[config.mk]
export PLATFORM = sky130hd
export DESIGN_NAME = cmd_dispatch
export DESIGN_NICKNAME = d
export VERILOG_FILES = /design/src/rtl/cmd_dispatch.sv
export SDC_FILE = /design/constraint.sdc
export NUM_CORES = 1
export LEC_CHECK = 0
export ABC_AREA = 1
export ABC_CLOCK_PERIOD_IN_PS = 1100
export CORE_ASPECT_RATIO = 1.4
export CORE_MARGIN = 2
export CORE_UTILIZATION = 37
export CTS_BUF_LIST = sky130_fd_sc_hd__clkbuf_16
export DETAILED_ROUTE_END_ITERATION = 10
export PLACE_DENSITY = 0.74
export SLEW_MARGIN = 25
export SYNTH_ARGS = -nofsm -noshare
export SYNTH_HDL_FRONTEND = slang
export SYNTH_SLANG_ARGS = --single-unit
[constraint.sdc]
create_clock -name clk -period 1.1 [get_ports clk]
set_input_delay 0.22 -clock clk [delete_from_list [all_inputs] [get_ports clk]]
set_output_delay 0.22 -clock clk [all_outputs]
set_load 0.01 [all_outputs]
[src/rtl/cmd_dispatch.sv]
// Command FIFO consumer: pops 72-bit words, forwards register writes
// over valid/ready and holds off further pops while a FENCE drains.
module cmd_dispatch #(
    parameter int WIDTH = 72,
    parameter int ADDR_BITS = 7,
    parameter int DATA_BITS = 64,
    parameter logic [ADDR_BITS-1:0] FENCE_ADDR = 7'h7F
) (
    input  logic                 clk,
    input  logic                 rst_n,
    input  logic                 fifo_empty,
    input  logic [WIDTH-1:0]     fifo_rd_data,
    output logic                 fifo_rd_en,
    output logic                 reg_wr_valid,
    input  logic                 reg_wr_ready,
    output logic [ADDR_BITS-1:0] reg_wr_addr,
    output logic [DATA_BITS-1:0] reg_wr_data,
    input  logic                 pipe_idle,
    output logic                 fence_active,
    output logic                 busy,
    output logic [15:0]          cmd_count
);

    typedef enum logic [1:0] {
        IDLE,
        FETCH,
        ISSUE,
        FENCE_WAIT
    } state_t;

    state_t                state_q, state_d;
    logic [ADDR_BITS-1:0] addr_q, addr_d;
    logic [DATA_BITS-1:0] data_q, data_d;
    logic [15:0]          cnt_q, cnt_d;
    logic                 rd_en;

    // Reserved top bit of the command word is deliberately dropped.
    logic unused_rsvd;
    assign unused_rsvd = fifo_rd_data[WIDTH-1];

    always_comb begin
        state_d = state_q;
        addr_d  = addr_q;
        data_d  = data_q;
        cnt_d   = cnt_q;
        rd_en   = 1'b0;
        unique case (state_q)
            IDLE: begin
                if (!fifo_empty) begin
                    rd_en   = 1'b1;
                    state_d = FETCH;
                end
            end
            FETCH: begin
                addr_d  = fifo_rd_data[DATA_BITS +: ADDR_BITS];
                data_d  = fifo_rd_data[DATA_BITS-1:0];
                state_d = (addr_d == FENCE_ADDR) ? FENCE_WAIT : ISSUE;
            end
            ISSUE: begin
                if (reg_wr_ready) begin
                    cnt_d = cnt_q + 16'd1;
                    if (!fifo_empty) begin
                        rd_en   = 1'b1;
                        state_d = FETCH;
                    end else begin
                        state_d = IDLE;
                    end
                end
            end
            FENCE_WAIT: begin
                if (pipe_idle) begin
                    cnt_d   = cnt_q + 16'd1;
                    state_d = IDLE;
                end
            end
            default: state_d = IDLE;
        endcase
    end

    always_ff @(posedge clk) begin
        if (!rst_n) begin
            state_q <= IDLE;
            addr_q  <= '0;
            data_q  <= '0;
            cnt_q   <= '0;
        end else begin
            state_q <= state_d;
            addr_q  <= addr_d;
            data_q  <= data_d;
            cnt_q   <= cnt_d;
        end
    end

    // Pop strobe is combinational, so it must be masked while reset is held.
    assign fifo_rd_en   = rd_en && rst_n;
    assign reg_wr_valid = (state_q == ISSUE);
    assign fence_active = (state_q == FENCE_WAIT);
    assign busy         = (state_q != IDLE);
    assign reg_wr_addr  = addr_q;
    assign reg_wr_data  = data_q;
    assign cmd_count    = cnt_q;

endmodule

======== Word-level counts from Yosys, hierarchy flattened ========
Index checks and enable logic that the tools add are counted.
word-level totals
  input port bits ......................... 77
  register bits after elaboration ......... 89
  word-level logic and storage cells ...... 30
  output and inout port bits .............. 91
cells by class
  eq/ne operators ......................... 7
  reductions and logical operators ........ 6
  add/subtract/negate cells ............... 1
  muxes and demuxes ....................... 12
operator list
  cell                                                    number
  two-way mux 16 bit                                      2
  one-hot mux 16 bit (2 select lines)                     1
  adder 16 x 1 -> 16 bit (second input constant)          1
  one-hot mux 2 bit (4 select lines)                      1
  equality test 7 bit (second input constant)             1
  two-way mux 2 bit                                       3
  AND reduction 3 bit                                     2
  equality test 2 bit (second input constant)             2
  two-way mux 1 bit                                       4
  inequality test 2 bit (second input constant)           2
  nonzero test 2 bit                                      2
  equality test 2 x 1 -> 1 bit (second input constant)    1
  logical NOT 2 bit                                       1
  inequality test 2 x 1 -> 1 bit (second input constant)  1
  one-hot mux 1 bit (2 select lines)                      1
  logical AND 1 bit                                       1

======== Depth between registers and ports, before layout ========
  word-level depth ........................ 4
  mapped depth ............................ 8

======== Worst setup path after synthesis ========
No wires, ideal clock.
  path type ............................... register -> register
  start ................................... reg cnt_q[0], in the netlist cmd_count[0]
  end ..................................... reg cnt_q[10], in the netlist cmd_count[10]
  setup time .............................. 0.115 ns
  arrival time ............................ 1.218 ns
  setup slack ............................. -0.233 ns
  cell stages (with the launch flop) ...... 9
  path buffers ............................ 0
  cells stage by stage .................... dfxtp_1 > ha_1 > nand3_1 > nor2_1 > nand2_2 > nor2_1 > nand3_1 > nand2_1 > nor2_1
on the way
  word-level cells in the longest chain between the ends .. 3
ends and longest elaborated chain
  element                                       RTL line  text
  start, declared                               34        logic [15:0] cnt_q, cnt_d;
  start signal, assigned                        90        cnt_q <= cnt_d;
  adder 16 x 1 -> 16 bit (*)                    61, 72
  two-way mux 16 bit, on equally long branches  71, 60
  one-hot mux 16 bit (2 select lines) (*)       47        unique case (state_q)
Mark *: on every way between the ends. The rest lies on a longest branch, timed or not. The select of a mux whose other input is x is not followed.
A chain may end at the register's enable or synchronous reset.

======== Final worst setup path ========
  start ................................... reg state_q[0]
  end ..................................... out reg_wr_valid
on the way
  word-level cells in the longest chain between the ends .. 1
ends and longest elaborated chain
  element                 RTL line  text
  start, declared         31        state_t state_q, state_d;
  start signal, assigned  87        state_q <= state_d;
  equality test 2 bit     96        assign reg_wr_valid = (state_q == ISSUE);
  end, declared           14        output logic reg_wr_valid,
No other way between the ends.

==> results.sh <==
export IMPL_finalWorstSetupSlack_ns=-0.231
export IMPL_cts_buffers=9
export IMPL_worstReg2RegStart="state_q[0]$_SDFFE_PN0P_"
export IMPL_insertion_delay_ns=0.34
export IMPL_critPathLaunchType="flop"
export IMPL_drc_errors=0
export IMPL_slew_headroom_pct=74.4
export IMPL_yosysUniqueCellTypes=28
export IMPL_outcome="finished, violations left"
export IMPL_p_clk_share_pct=32.5
export IMPL_clockBufferDepth=2
export IMPL_hold_buffers=0
export IMPL_final_hold_violation_count=0
export IMPL_switching_share_pct=28.8
export IMPL_fmax_ghz=0.751
export IMPL_layout_drive_gt1_share_pct=42.1
export IMPL_cp_end_kind="output pin"
export IMPL_hold_path_startpoint="fifo_empty"
export IMPL_switchingPower_uw=2600
export IMPL_power_frac_comb_pct=25.8
export IMPL_final_area_um2=6120
export IMPL_slew_viol_final=0
export IMPL_routabilityCongestion=0.771
export IMPL_finalSetupTns_ns=-16.59
export IMPL_diodes=0
export IMPL_rsz0062_at_grt="yes"
export IMPL_intPower_uw=6420
export IMPL_power_total_uw=9010
export IMPL_grt_pass1_wl_mm=18.9
export IMPL_drt_pass1_iterations=4
export IMPL_dr_total_vias=3906
export IMPL_max_vdd_ir_drop_v=0.00101
export IMPL_hp_class="input pin to flop"
export IMPL_finalNetCount=743
export IMPL_drv_cap=0
export IMPL_cp_data_arrival_time_ns=1.11
export IMPL_area_growth_pct=75.0
export IMPL_dpl_cell_area_um2=5460
export IMPL_grt_max_degree=42
export IMPL_syn_avg_cell_area_um2=7.55
export IMPL_syn_nets=541
export IMPL_p_per_area_nw_per_um2=1470
export IMPL_drtIter0Drc=127
export IMPL_die_w_um=86.2
export IMPL_synth_top_area_share_pct=50.9
export IMPL_ios=168
export IMPL_grtUsageTotal_pct=23.0
export IMPL_worstSetupPathType="flop to output pin"
export IMPL_coreArea_um2=9300
export IMPL_fp_row_count=42
export IMPL_root_buffer="clkbuf_16"
export IMPL_multiInputGateArea_um2=1930
export IMPL_synth_top_area_cell="dfxtp_1"
export IMPL_dp_hpwl_mm=7.62
export IMPL_synth_area_top_cells="dfxtp_1 51%, nor2_1 18%, o21ai_0 11%"
export IMPL_cp_required_ns=0.88
export IMPL_cts_tree="done"
export IMPL_fin_crit_ns=1.33
export IMPL_clk_pin_slew_ns=0.06
export IMPL_critPathLaunch="state_q[0]$_SDFFE_PN0P_"
export IMPL_synth_seq_cells=89
export IMPL_antenna_left=0
export IMPL_routed_wl_mm=11.8
export IMPL_grt_overflow_total=0
export IMPL_fill_cells=775
export IMPL_mappedNetlistArea_um2=3500
export IMPL_grt_pass1_vias=3963
export IMPL_violations="setup timing"
export IMPL_synth_seq_area_share_pct=50.9
export IMPL_p_leak_uw=0.00278
export IMPL_finalSetupViolCount=94
export IMPL_yosysWarnings=0
export IMPL_viasPerCell=5.01
export IMPL_fin_skew_ns=0.0102
export IMPL_tightestPinTransition_ns=0.384
export IMPL_antenna_found_initial=0
export IMPL_die_height_um=119
export IMPL_cp_max_fo=5
export IMPL_synthCells=463
export IMPL_h_tree_depth=3
export IMPL_die_area_um2=10300
export IMPL_cts_sinks=89
export IMPL_timing_final_crit_share_pct=121
export IMPL_final_seq_area_um2=1830
export IMPL_p_seq_share_pct=41.6
export IMPL_start_util_pct=37.6
export IMPL_wl_per_cell_um=15.1
export IMPL_port_buffers=166
[critical path, stage by stage (launching register included)]
cell and delay (ns):
dfxtp_4 0.36, buf_12 0.15, nor2_2 0.12, buf_2 0.14
[power by group through the flow]
| stage | Sequential (uW) | Clock [uW] | Combinational, uW |
|---|---|---|---|
| floorplan | 3970 | 0 | 703 |
| global placement | 3800 | 0 | 2040 |
| detailed placement | 3820 | 0 | 2080 |
| CTS | 3750 | 2990 | 2140 |
| global route | 3790 | 3130 | 2510 |
| finish | 3750 | 2930 | 2330 |
[cell families (layout without fill, tap and decap cells)]
kind of cell	after synthesis	after routing	synth area share, %
buffers and inverters	50	256	7.48
adder cells (fa/ha/maj)	1	1	0.358
AO/OA/AOI/OAI	87	87	12.7
AND/OR/NAND/NOR	236	237	28.5
flip-flops	89	89	50.9
[per-stage QoR]
| stage | setup slack (ns) | instances | util, % | hold WS [ns] |
|---|---|---|---|---|
| floorplan | -0.0819 | 463 | - | 0.355 |
| global placement | -0.608 | 746 | 58.7 | 0.457 |
| detailed placement | -0.621 | 746 | 58.7 | 0.461 |
| CTS | -0.193 | 777 | 63.0 | 0.335 |
| global route | -0.267 | 780 | 65.8 | 0.412 |
| finish | -0.231 | 780 | 65.8 | 0.402 |
[layout make-up]
class,count,share of cell area (%)
clock buffers,9,3.68
clock inverters,7,0.940
inverters,25,1.94
multi-input cells,325,31.5
flip-flops and latches,89,29.9
well taps,110,2.25
repair buffers,215,29.8
[cell usage after synthesis, drive strengths merged]
master / instances
nand3: 11
buf: 11
nor3b: 2
and3: 1
nor2: 174
ha: 1
nor3: 7
o211ai: 1
dfxtp: 89
clkbuf: 14
inv: 25
nand2: 37
o21ai: 75
nand4: 3
a21oi: 11
nand3b: 1
[routing by layer]
metal	GRT usage, %	wire length (um)	vias to the layer above
met5	0	0	-
met1	24.1	4300	1846
met2	42.1	6350	146
met3	6.03	707	32
met4	10.2	414	0
li1	-	-	1882
[cell usage in the layout (no fill, tap or decap), types with 10 or more instances in the layout]
cell type / count
inv_1: 26
o21ai_1: 10
buf_4: 26
nor2_1: 102
nor2_4: 22
nand2_1: 29
buf_2: 89
clkdlybuf4s50_1: 73
clkbuf_16: 11
nor2_2: 49
dfxtp_2: 13
dfxtp_1: 68
o21ai_0: 63
buf_6: 12
[final timing paths]
kind | end | slack (ns) | cells after the start
min | state_q[0]$_SDFFE_PN0P_ | 0.40 | 4
min reg2reg | reg_wr_addr[1]$_SDFFE_PN0P_ | 0.47 | 2
max | reg_wr_valid | -0.23 | 3
max reg2reg | reg_wr_data[59]$_SDFFE_PN0P_ | -0.22 | 8
[flip-flops by register name (all words and copies together) (netlist names)]
name and cells:
state_q 2, cmd_count 16, reg_wr_data 64, reg_wr_addr 7
[timing repair]
action                                  in CTS  in global routing
resized for setup                          489                 67
endpoints found under the setup margin     180                 99
pin swaps                                   17                 15
setup buffers                               10                  2
cloned                                       5                  2
Note: power is estimated with default switching activity, not from simulation.
